[src/rtl/tinyml_cam_bbox_overlay_2ppc.sv]
// Two-pixel-per-clock bounding-box outline overlay with a 4-entry skid FIFO
// and a registered valid/ready output stage.
module tinyml_cam_bbox_overlay_2ppc #(
   parameter int unsigned        P_DEPTH      = 8,
   parameter int unsigned        FRAME_WIDTH  = 1080,
   parameter int unsigned        FRAME_HEIGHT = 1080,
   parameter int unsigned        BOX_THICK    = 2,
   parameter logic [P_DEPTH-1:0] BOX_R        = 8'hFF,
   parameter logic [P_DEPTH-1:0] BOX_G        = 8'h00,
   parameter logic [P_DEPTH-1:0] BOX_B        = 8'h00
) (
   input  logic                 clk,
   input  logic                 rst,
   input  logic [2*P_DEPTH-1:0] in_red,
   input  logic [2*P_DEPTH-1:0] in_green,
   input  logic [2*P_DEPTH-1:0] in_blue,
   input  logic                 in_valid,
   output logic                 in_ready,
   input  logic                 box_en,
   input  logic [11:0]          box_x0,
   input  logic [11:0]          box_x1,
   input  logic [11:0]          box_y0,
   input  logic [11:0]          box_y1,
   output logic [2*P_DEPTH-1:0] out_red,
   output logic [2*P_DEPTH-1:0] out_green,
   output logic [2*P_DEPTH-1:0] out_blue,
   output logic                 out_valid,
   input  logic                 out_ready,
   output logic                 out_sof,
   output logic                 out_eol,
   output logic                 overflow
);
   localparam int unsigned LW    = 2 * P_DEPTH;
   localparam int unsigned BEATS = FRAME_WIDTH / 2;
   localparam int unsigned BX_W  = (BEATS > 1) ? $clog2(BEATS) : 1;
   localparam int unsigned Y_W   = (FRAME_HEIGHT > 1) ? $clog2(FRAME_HEIGHT) : 1;
   localparam int unsigned CW    = 13;
   localparam int unsigned DEPTH = 4;
   localparam int unsigned PW    = $clog2(DEPTH);
   localparam int unsigned LVW   = PW + 1;
   localparam logic [BX_W-1:0] BX_LAST = BX_W'(BEATS - 1);
   localparam logic [Y_W-1:0]  Y_LAST  = Y_W'(FRAME_HEIGHT - 1);
   localparam logic [CW-1:0]   THICK   = CW'(BOX_THICK);

   typedef struct packed {
      logic [LW-1:0] r;
      logic [LW-1:0] g;
      logic [LW-1:0] b;
   } pix_t;

   pix_t            mem [DEPTH];
   logic [PW-1:0]   wr_ptr, rd_ptr;
   logic [LVW-1:0]  level, level_next;
   logic            push, pop, full;
   logic [BX_W-1:0] cnt_bx;
   logic [Y_W-1:0]  cnt_y;
   logic            last_beat;
   logic            sh_en;
   logic [11:0]     sh_x0, sh_x1, sh_y0, sh_y1;
   pix_t            head, ovl;
   logic [CW-1:0]   p_base, p, y13, x0, x1, y0, y1;
   logic            hit;

   // Full FIFO still accepts a beat when the same edge pops one.
   assign full       = (level == LVW'(DEPTH));
   assign pop        = (level != '0) && (!out_valid || out_ready);
   assign push       = in_valid && (!full || pop);
   assign level_next = level + LVW'(push) - LVW'(pop);
   assign last_beat  = (cnt_bx == BX_LAST) && (cnt_y == Y_LAST);

   assign p_base = CW'({cnt_bx, 1'b0});
   assign y13    = CW'(cnt_y);
   assign x0     = CW'(sh_x0);
   assign x1     = CW'(sh_x1);
   assign y0     = CW'(sh_y0);
   assign y1     = CW'(sh_y1);

   always_ff @(posedge clk or posedge rst) begin
      if (rst) begin
         wr_ptr   <= '0;
         rd_ptr   <= '0;
         level    <= '0;
         in_ready <= 1'b0;
         overflow <= 1'b0;
      end else begin
         if (push) wr_ptr <= wr_ptr + PW'(1);
         if (pop)  rd_ptr <= rd_ptr + PW'(1);
         level    <= level_next;
         in_ready <= (level_next <= LVW'(1));
         if (in_valid && !push) overflow <= 1'b1;
      end
   end

   always_ff @(posedge clk) begin
      if (push) mem[wr_ptr] <= {in_red, in_green, in_blue};
   end

   // Per-lane outline test; each lane only sees its own pixel column.
   always_comb begin
      head = mem[rd_ptr];
      ovl  = head;
      p    = '0;
      hit  = 1'b0;
      for (int l = 0; l < 2; l++) begin
         p   = p_base + CW'(l);
         hit = sh_en && (p >= x0) && (p <= x1) && (y13 >= y0) && (y13 <= y1) &&
               ((p < x0 + THICK) || (p + THICK > x1) ||
                (y13 < y0 + THICK) || (y13 + THICK > y1));
         if (hit) begin
            ovl.r[l*P_DEPTH +: P_DEPTH] = BOX_R;
            ovl.g[l*P_DEPTH +: P_DEPTH] = BOX_G;
            ovl.b[l*P_DEPTH +: P_DEPTH] = BOX_B;
         end
      end
   end

   // Raster position and per-frame box shadow, both stepped by pops.
   always_ff @(posedge clk or posedge rst) begin
      if (rst) begin
         cnt_bx <= '0;
         cnt_y  <= '0;
         sh_en  <= 1'b0;
         sh_x0  <= '0;
         sh_x1  <= '0;
         sh_y0  <= '0;
         sh_y1  <= '0;
      end else if (pop) begin
         if (cnt_bx == BX_LAST) begin
            cnt_bx <= '0;
            cnt_y  <= (cnt_y == Y_LAST) ? '0 : cnt_y + Y_W'(1);
         end else begin
            cnt_bx <= cnt_bx + BX_W'(1);
         end
         if (last_beat) begin
            sh_en <= box_en;
            sh_x0 <= box_x0;
            sh_x1 <= box_x1;
            sh_y0 <= box_y0;
            sh_y1 <= box_y1;
         end
      end
   end

   always_ff @(posedge clk or posedge rst) begin
      if (rst) begin
         out_valid <= 1'b0;
         out_red   <= '0;
         out_green <= '0;
         out_blue  <= '0;
         out_sof   <= 1'b0;
         out_eol   <= 1'b0;
      end else if (pop) begin
         out_valid <= 1'b1;
         out_red   <= ovl.r;
         out_green <= ovl.g;
         out_blue  <= ovl.b;
         out_sof   <= (cnt_bx == '0) && (cnt_y == '0);
         out_eol   <= (cnt_bx == BX_LAST);
      end else if (out_ready) begin
         out_valid <= 1'b0;
      end
   end

endmodule

[config.mk]
export PLATFORM = sky130hd
export DESIGN_NAME = tinyml_cam_bbox_overlay_2ppc
export DESIGN_NICKNAME = d
export VERILOG_FILES = /design/src/rtl/tinyml_cam_bbox_overlay_2ppc.sv
export SDC_FILE = /design/constraint.sdc
export NUM_CORES = 1
export LEC_CHECK = 0
export CORE_MARGIN = 2
export CORE_UTILIZATION = 58
export DETAILED_ROUTE_END_ITERATION = 8
export PLACE_DENSITY = 0.83
export SYNTH_ARGS = -nofsm -noshare
export SYNTH_HDL_FRONTEND = slang
export SYNTH_SLANG_ARGS = --single-unit
export TNS_END_PERCENT = 5
[constraint.sdc]
create_clock -name clk -period 5.2 [get_ports clk]
set_input_delay 1.04 -clock clk [delete_from_list [all_inputs] [get_ports clk]]
set_output_delay 1.04 -clock clk [all_outputs]
set_load 0.03 [all_outputs]
---- Word-level counts from Yosys, hierarchy flattened ----
Memory sizes are Yosys's and may differ from the RTL's.
Cells that the tools add are included.
word-level totals
  memories ................................ 1
  output and inout port bits .............. 53
  register bits ........................... 130
  bits of input ports ..................... 101
  memory bits (writable) .................. 192
memory list
  name  depth  bits a word  read ports  clocked after memory_dff  wr ports  line  source
  mem   4      48           1           0                         1         51    pix_t mem [DEPTH];
operators by class
  multiplexer cells ....................... 12
  $lt $le $gt $ge ......................... 13
  reductions and logical operators ........ 32
  equal/unequal tests ..................... 3
  $add $sub $neg .......................... 12
operators by type and width
  operator                                        count
  2-to-1 mux 8 bit                                6
  adder 12 x 2 -> 13 bit (second input constant)  3
  less-than comparator 11 x 13 -> 1 bit           2
  adder 11 x 2 -> 12 bit (second input constant)  2
  >= comparator 11 x 12 -> 1 bit                  2
  > comparator 12 bit                             2
  less-or-equal comparator 11 x 12 -> 1 bit       2
  logical AND 1 bit                               15
  > comparator 13 x 12 -> 1 bit                   1
  less-than comparator 12 x 13 -> 1 bit           1
  adder 11 x 1 -> 12 bit (second input constant)  1
  >= comparator 12 bit                            1
  less-or-equal comparator 12 bit                 1
  adder 11 x 1 -> 11 bit (second input constant)  1
  equality test 11 bit (second input constant)    1
  logical NOT 11 bit                              1
  2-to-1 mux 11 bit                               1
  adder 10 x 1 -> 10 bit (second input constant)  1
  equality test 10 bit (second input constant)    1
  logical NOT 10 bit                              1
  2-to-1 mux 10 bit                               1
  logical OR 1 bit                                8
  adder 2 x 1 -> 2 bit (second input constant)    2
  2-to-1 mux 1 bit                                4
  other kinds (8)                                 11

---- Depth between registers and ports, before layout ----
  depth in word-level cells ............... 8
  gate-level depth with buffers ........... 14

---- Worst setup path before layout ----
Ideal clock, no wire load.
  kind .................................... register -> register
  from .................................... reg cnt_bx[2]
  to ...................................... reg out_red[0]
  slack ................................... 1.842 ns
  arrival ................................. 3.234 ns
  library setup time ...................... 0.125 ns
  required time ........................... 5.075 ns
  stages on the path, launching flop included .. 14
  path through ............................ dfrtp_1 -> nand3_1 -> nor2_1 -> and3_1 -> nand3_1 -> xnor2_1 -> ha_1 -> nand4_1 -> nor4_1 -> nand2b_1 -> a221oi_1 -> clkbuf_1 -> nand2_1 -> a2bb2oi_2
on the way
  word-level cells in the longest chain between the ends .. 7
  elaborated cells on any way between the ends .. 14
  classes of those cells .................. 1 x add/sub; 4 x order compare; 1 x mux; 8 x reduce/logical
RTL lines
  what                                                                             line      source
  from (decl)                                                                      55        logic [BX_W-1:0] cnt_bx;
  from (signal assigned)                                                           132       cnt_bx <= cnt_bx + BX_W'(1);
  adder 11 x 2 -> 12 bit / >= comparator 11 x 12 -> 1 bit (equally long branches)  107, 106
  > comparator 12 bit / logical AND 1 bit (equally long branches)                  107, 106
  logical OR 1 bit / logical AND 1 bit (equally long branches) (2 in series)       107, 106
  logical OR 1 bit / logical AND 1 bit (equally long branches)                     108, 106
  logical AND 1 bit *                                                              106       hit = sh_en && (p >= x0) && (p <= x1) && (y13 >= y0) && (y13 <= y1) &&
  2-to-1 mux 8 bit *                                                               109       if (hit) begin
  to (signal assigned)                                                             154       out_red <= ovl.r;
  to (decl)                                                                        24        output logic [2*P_DEPTH-1:0] out_red,
Mark *: on every way between the ends. The rest lies on a longest branch, timed or not.
A chain may end at the register's enable or synchronous reset.

---- Worst setup path in the final report ----
  from .................................... reg cnt_bx[2]
  to ...................................... reg out_red[2]
Same word-level chain as after synthesis.

==> metrics.txt <==
# TYPE chip_impl_metric gauge
chip_impl_info{name="result_of_the_run",value="completed"} 1
chip_impl_metric{name="die_area",unit="um2"} 28300
chip_impl_metric{name="ys_warn_count",unit=""} 0
chip_impl_info{name="clock_tree_from_tritoncts",value="done"} 1
chip_impl_metric{name="drive_above_1_share",unit=""} 0.122
chip_impl_info{name="synthMostInstantiatedCell",value="sky130_fd_sc_hd__nand2_1"} 1
chip_impl_metric{name="setup.reg_to_reg.worst_slack",unit="ns"} 1.09
chip_impl_metric{name="io_buffers",unit=""} 153
chip_impl_metric{name="synth_seq_area_share",unit=""} 0.576
chip_impl_metric{name="final_setup_violation_count",unit=""} 0
chip_impl_metric{name="final_min_period_over_clock_period",unit=""} 0.790
chip_impl_info{name="synthFlopType",value="sky130_fd_sc_hd__edfxtp_1"} 1
chip_impl_metric{name="die_h",unit="um"} 168
chip_impl_info{name="launch_point_of_the_worst_reg_to_reg_path",value="cnt_bx[2]"} 1
chip_impl_metric{name="total_number_of_vias",unit=""} 10445
chip_impl_metric{name="wl_per_cell",unit="um"} 20.4
chip_impl_metric{name="post_dp_cell_area",unit="um2"} 17500
chip_impl_metric{name="syn-num-nets",unit=""} 1425
chip_impl_metric{name="worst_clock_skew",unit="ns"} 0.0239
chip_impl_metric{name="post-dp-hpwl",unit="mm"} 23.3
chip_impl_metric{name="floorplan.initialDensity",unit=""} 0.585
chip_impl_metric{name="layout.cell_area.non_filler",unit="um2"} 18700
chip_impl_metric{name="gr_usage_total",unit=""} 0.256
chip_impl_metric{name="clk_latency",unit="ns"} 0.54
chip_impl_metric{name="cts.hold.buffers_added",unit=""} 0
chip_impl_info{name="grt_setup_unrepaired",value="false"} 1
chip_impl_metric{name="firstDrtPassIters",unit=""} 5
chip_impl_metric{name="ant_nets",unit=""} 0
chip_impl_metric{name="synthesis.area_per_instance",unit="um2"} 12.8
chip_impl_metric{name="synth_edf_count",unit=""} 192
chip_impl_metric{name="pin_count",unit=""} 154
chip_impl_metric{name="netlist_area",unit="um2"} 15600
chip_impl_metric{name="drt_first_iter_violations",unit=""} 769
chip_impl_metric{name="multiInputGateArea",unit="um2"} 6190
chip_impl_metric{name="cp_data_arrival_time",unit="ns"} 4.49
chip_impl_metric{name="globalplace.congestion",unit=""} 0.874
chip_impl_metric{name="tightestPinTransition",unit="ns"} 1.29
chip_impl_info{name="cp-start-kind",value="flip-flop"} 1
chip_impl_metric{name="cts_num_sinks",unit=""} 322
chip_impl_info{name="timing.rr.end",value="out_red[2]"} 1
chip_impl_metric{name="cts_resized",unit=""} 0
chip_impl_metric{name="netlist.area_leader.share",unit=""} 0.368
chip_impl_metric{name="synthArstFlopShare",unit=""} 0.404
chip_impl_info{name="worst_setup_path_end_kind",value="flip-flop"} 1
chip_impl_metric{name="gr-total-overflow",unit=""} 0
chip_impl_metric{name="worst-endpoint-required",unit="ns"} 5.58
chip_impl_metric{name="power-per-cell-area",unit="nW/um2"} 493
chip_impl_metric{name="layout.nets",unit=""} 1574
chip_impl_metric{name="cp_max_fo",unit=""} 24
chip_impl_metric{name="report.final.slew_viol_count",unit=""} 0
chip_impl_info{name="synthDominantAreaCellType",value="sky130_fd_sc_hd__edfxtp_1"} 1
chip_impl_metric{name="final.setup.tns",unit="ns"} 0
chip_impl_info{name="worst-setup-path-type",value="flip-flop to flip-flop"} 1
chip_impl_info{name="synth_area_leaders",value="sky130_fd_sc_hd__edfxtp_1 37%, sky130_fd_sc_hd__dfrtp_1 21%, sky130_fd_sc_hd__ha_1 8.1%"} 1
chip_impl_metric{name="final-seq-area",unit="um2"} 9020
chip_impl_info{name="hp-class",value="flip-flop to flip-flop"} 1
chip_impl_metric{name="worst_reg2reg_path_depth",unit=""} 12
chip_impl_info{name="min_to",value="overflow"} 1
chip_impl_metric{name="maximum_level_of_the_cts_h_tree",unit=""} 2
chip_impl_metric{name="die_w",unit="um"} 168
chip_impl_info{name="hp-start",value="overflow"} 1
chip_impl_metric{name="clock.fmax",unit="MHz"} 243
chip_impl_info{name="netlist_top_cells_count",value="213 x sky130_fd_sc_hd__nand2_1, 192 x sky130_fd_sc_hd__edfxtp_1, 130 x sky130_fd_sc_hd__dfrtp_1"} 1
chip_impl_metric{name="rows",unit=""} 60
chip_impl_metric{name="first_pass_grt_wire_length",unit="mm"} 57.0
chip_impl_metric{name="p_leak",unit="nW"} 7.56
chip_impl_metric{name="floorplan.core_area",unit="um2"} 26700
chip_impl_metric{name="number_of_global_route_vias_before_repair",unit=""} 10689
chip_impl_metric{name="min_path_cells",unit=""} 1
chip_impl_metric{name="slew-limit-headroom",unit=""} 0.140
chip_impl_metric{name="cts_buffers",unit=""} 34
chip_impl_metric{name="vdd_ir_drop_max",unit="V"} 0.000361
chip_impl_metric{name="ctsLongestPathBuffers",unit=""} 3
chip_impl_info{name="cts-root-buf",value="sky130_fd_sc_hd__clkbuf_16"} 1
chip_impl_metric{name="detail_route.drc_violations",unit=""} 0
chip_impl_metric{name="drv.max_cap_violation_count",unit=""} 0
chip_impl_metric{name="antenna_found_initial",unit=""} 3
chip_impl_metric{name="synthToLayoutAreaGrowth",unit="%"} 19.4
chip_impl_metric{name="clk_transition_reported_paths",unit="ns"} 0.06
chip_impl_metric{name="finalWorstPathRequiredPeriod",unit="ns"} 4.11
chip_impl_metric{name="number_of_fill_cells",unit=""} 1760
chip_impl_metric{name="hold_viol_final",unit=""} 0
chip_impl_metric{name="post_cts_buffers",unit=""} 0
chip_impl_metric{name="largest_net_degree_at_the_start_of_global_routing",unit=""} 103
chip_impl_metric{name="vias_per_cell",unit=""} 6.00
chip_impl_metric{name="synth_cell_types",unit=""} 64
chip_impl_metric{name="synth.ff_latch_count",unit=""} 322
chip_impl_metric{name="synth_cells",unit=""} 1222
chip_impl_metric{name="postRouteWirelength",unit="mm"} 35.5
## cells in the final DEF (no fill, tap or decap), types with 6 or more instances in the layout
cell type / netlist / layout
sky130_fd_sc_hd__buf_4: 5 / 14
sky130_fd_sc_hd__o2bb2ai_1: 22 / 22
sky130_fd_sc_hd__clkdlybuf4s50_1: 0 / 153
sky130_fd_sc_hd__xor2_1: 17 / 17
sky130_fd_sc_hd__nand2b_1: 6 / 6
sky130_fd_sc_hd__a2bb2oi_2: 16 / 16
sky130_fd_sc_hd__mux4_2: 48 / 48
sky130_fd_sc_hd__clkbuf_16: 0 / 35
sky130_fd_sc_hd__xnor2_1: 28 / 28
sky130_fd_sc_hd__a21oi_1: 35 / 34
sky130_fd_sc_hd__and3_1: 10 / 6
sky130_fd_sc_hd__nor3_1: 14 / 14
sky130_fd_sc_hd__nand3_1: 51 / 51
sky130_fd_sc_hd__ha_1: 101 / 101
sky130_fd_sc_hd__o21ai_1: 12 / 11
sky130_fd_sc_hd__clkbuf_1: 34 / 7
sky130_fd_sc_hd__edfxtp_1: 192 / 192
sky130_fd_sc_hd__nand4_1: 13 / 13
sky130_fd_sc_hd__inv_1: 59 / 58
sky130_fd_sc_hd__nand2_1: 213 / 213
sky130_fd_sc_hd__o21ai_0: 61 / 61
sky130_fd_sc_hd__nor2_1: 30 / 29
sky130_fd_sc_hd__mux2i_1: 18 / 18
sky130_fd_sc_hd__mux2_2: 8 / 8
sky130_fd_sc_hd__o211ai_1: 6 / 6
sky130_fd_sc_hd__dfrtp_1: 130 / 128
sky130_fd_sc_hd__o2bb2ai_2: 10 / 10
sky130_fd_sc_hd__clkinv_2: 1 / 7
## metal layers
| metal | up-vias | global-route usage | routed length (um) |
|---|---|---|---|
| met4 | 2 | 0.0723 | 721 |
| met1 | 5150 | 0.349 | 14500 |
| met2 | 439 | 0.425 | 17300 |
| met5 | - | 0 | 13 |
| met3 | 66 | 0.0487 | 2960 |
| li1 | 4788 | - | - |
## per-stage QoR
stage / total power, mW / std cells / utilization / hold WS [ns] / setup slack (ns)
after floorplan: 5.70 / 1222 / - / 0.485 / 0.691
final: 9.22 / 1740 / 0.699 / 0.474 / 1.09
after global routing: 9.65 / 1738 / 0.699 / 0.513 / 0.784
after global placement: 6.63 / 1676 / 0.655 / 0.475 / 1.31
after CTS: 9.26 / 1738 / 0.699 / 0.487 / 1.09
after detailed placement: 6.75 / 1676 / 0.655 / 0.465 / 1.13
## layout make-up
class / count / area share
Antenna cell: 2 / 0.000268
Clock buffer: 46 / 0.0512
Clock inverter: 16 / 0.0113
Inverter: 60 / 0.0124
Multi-Input combinational cell: 786 / 0.331
Sequential cell: 322 / 0.483
Tap cell: 341 / 0.0228
Timing Repair Buffer: 167 / 0.0876
## logic make-up after synthesis
group / share of synthesized area
buffers and inverters: 0.0317
AOI/OAI and AO/OA: 0.0918
and+or+nand+nor: 0.107
adders and majority gates: 0.0820
DFF: 0.576
xor gates and xnor gates: 0.0252
muxes: 0.0864
## report_power, final
group	switching [mW]	internal (mW)	leakage (nW)
combinational	1.54	1.36	3.78
clock	1.02	1.47	0.564
sequential	0.523	3.31	3.21
## critical path, stage by stage, from the launching register on
cell and delay [ns]:
sky130_fd_sc_hd__dfrtp_1 0.53, sky130_fd_sc_hd__nand3_1 0.22, sky130_fd_sc_hd__nor2_1 0.28, sky130_fd_sc_hd__and3_1 0.27, sky130_fd_sc_hd__nand3_1 0.16, sky130_fd_sc_hd__xnor2_1 0.17
sky130_fd_sc_hd__ha_1 0.31, sky130_fd_sc_hd__nand4_1 0.15, sky130_fd_sc_hd__nor4_1 0.40, sky130_fd_sc_hd__nand2b_1 0.15, sky130_fd_sc_hd__a221oi_4 0.92, sky130_fd_sc_hd__nand2_1 0.19
sky130_fd_sc_hd__a2bb2oi_2 0.19
## how the worst max path moves through the flow
stage          startpoint          end  slack (ns)
2_1_floorplan         rst    cnt_bx[0]        0.69
3_3_place_gp    out_ready  out_blue[5]        1.31
3_5_place_dp    cnt_bx[2]   out_red[2]        1.13
4_1_cts         cnt_bx[2]   out_red[2]        1.09
5_1_grt         cnt_bx[2]   out_red[7]        0.78
6_report        cnt_bx[2]   out_red[2]        1.09
## registers in the layout (all words and copies together) (netlist names)
name and flops:
mem 192, out_blue 16, out_green 16, out_red 16, sh_x0 12, sh_x1 12
sh_y0 12, sh_y1 12, cnt_y 11, cnt_bx 10, level 3, rd_ptr 2
wr_ptr 2, in_ready 1, out_eol 1, out_sof 1, out_valid 1, overflow 1
sh_en 1
No activity file was read; power rests on OpenSTA's default activity.
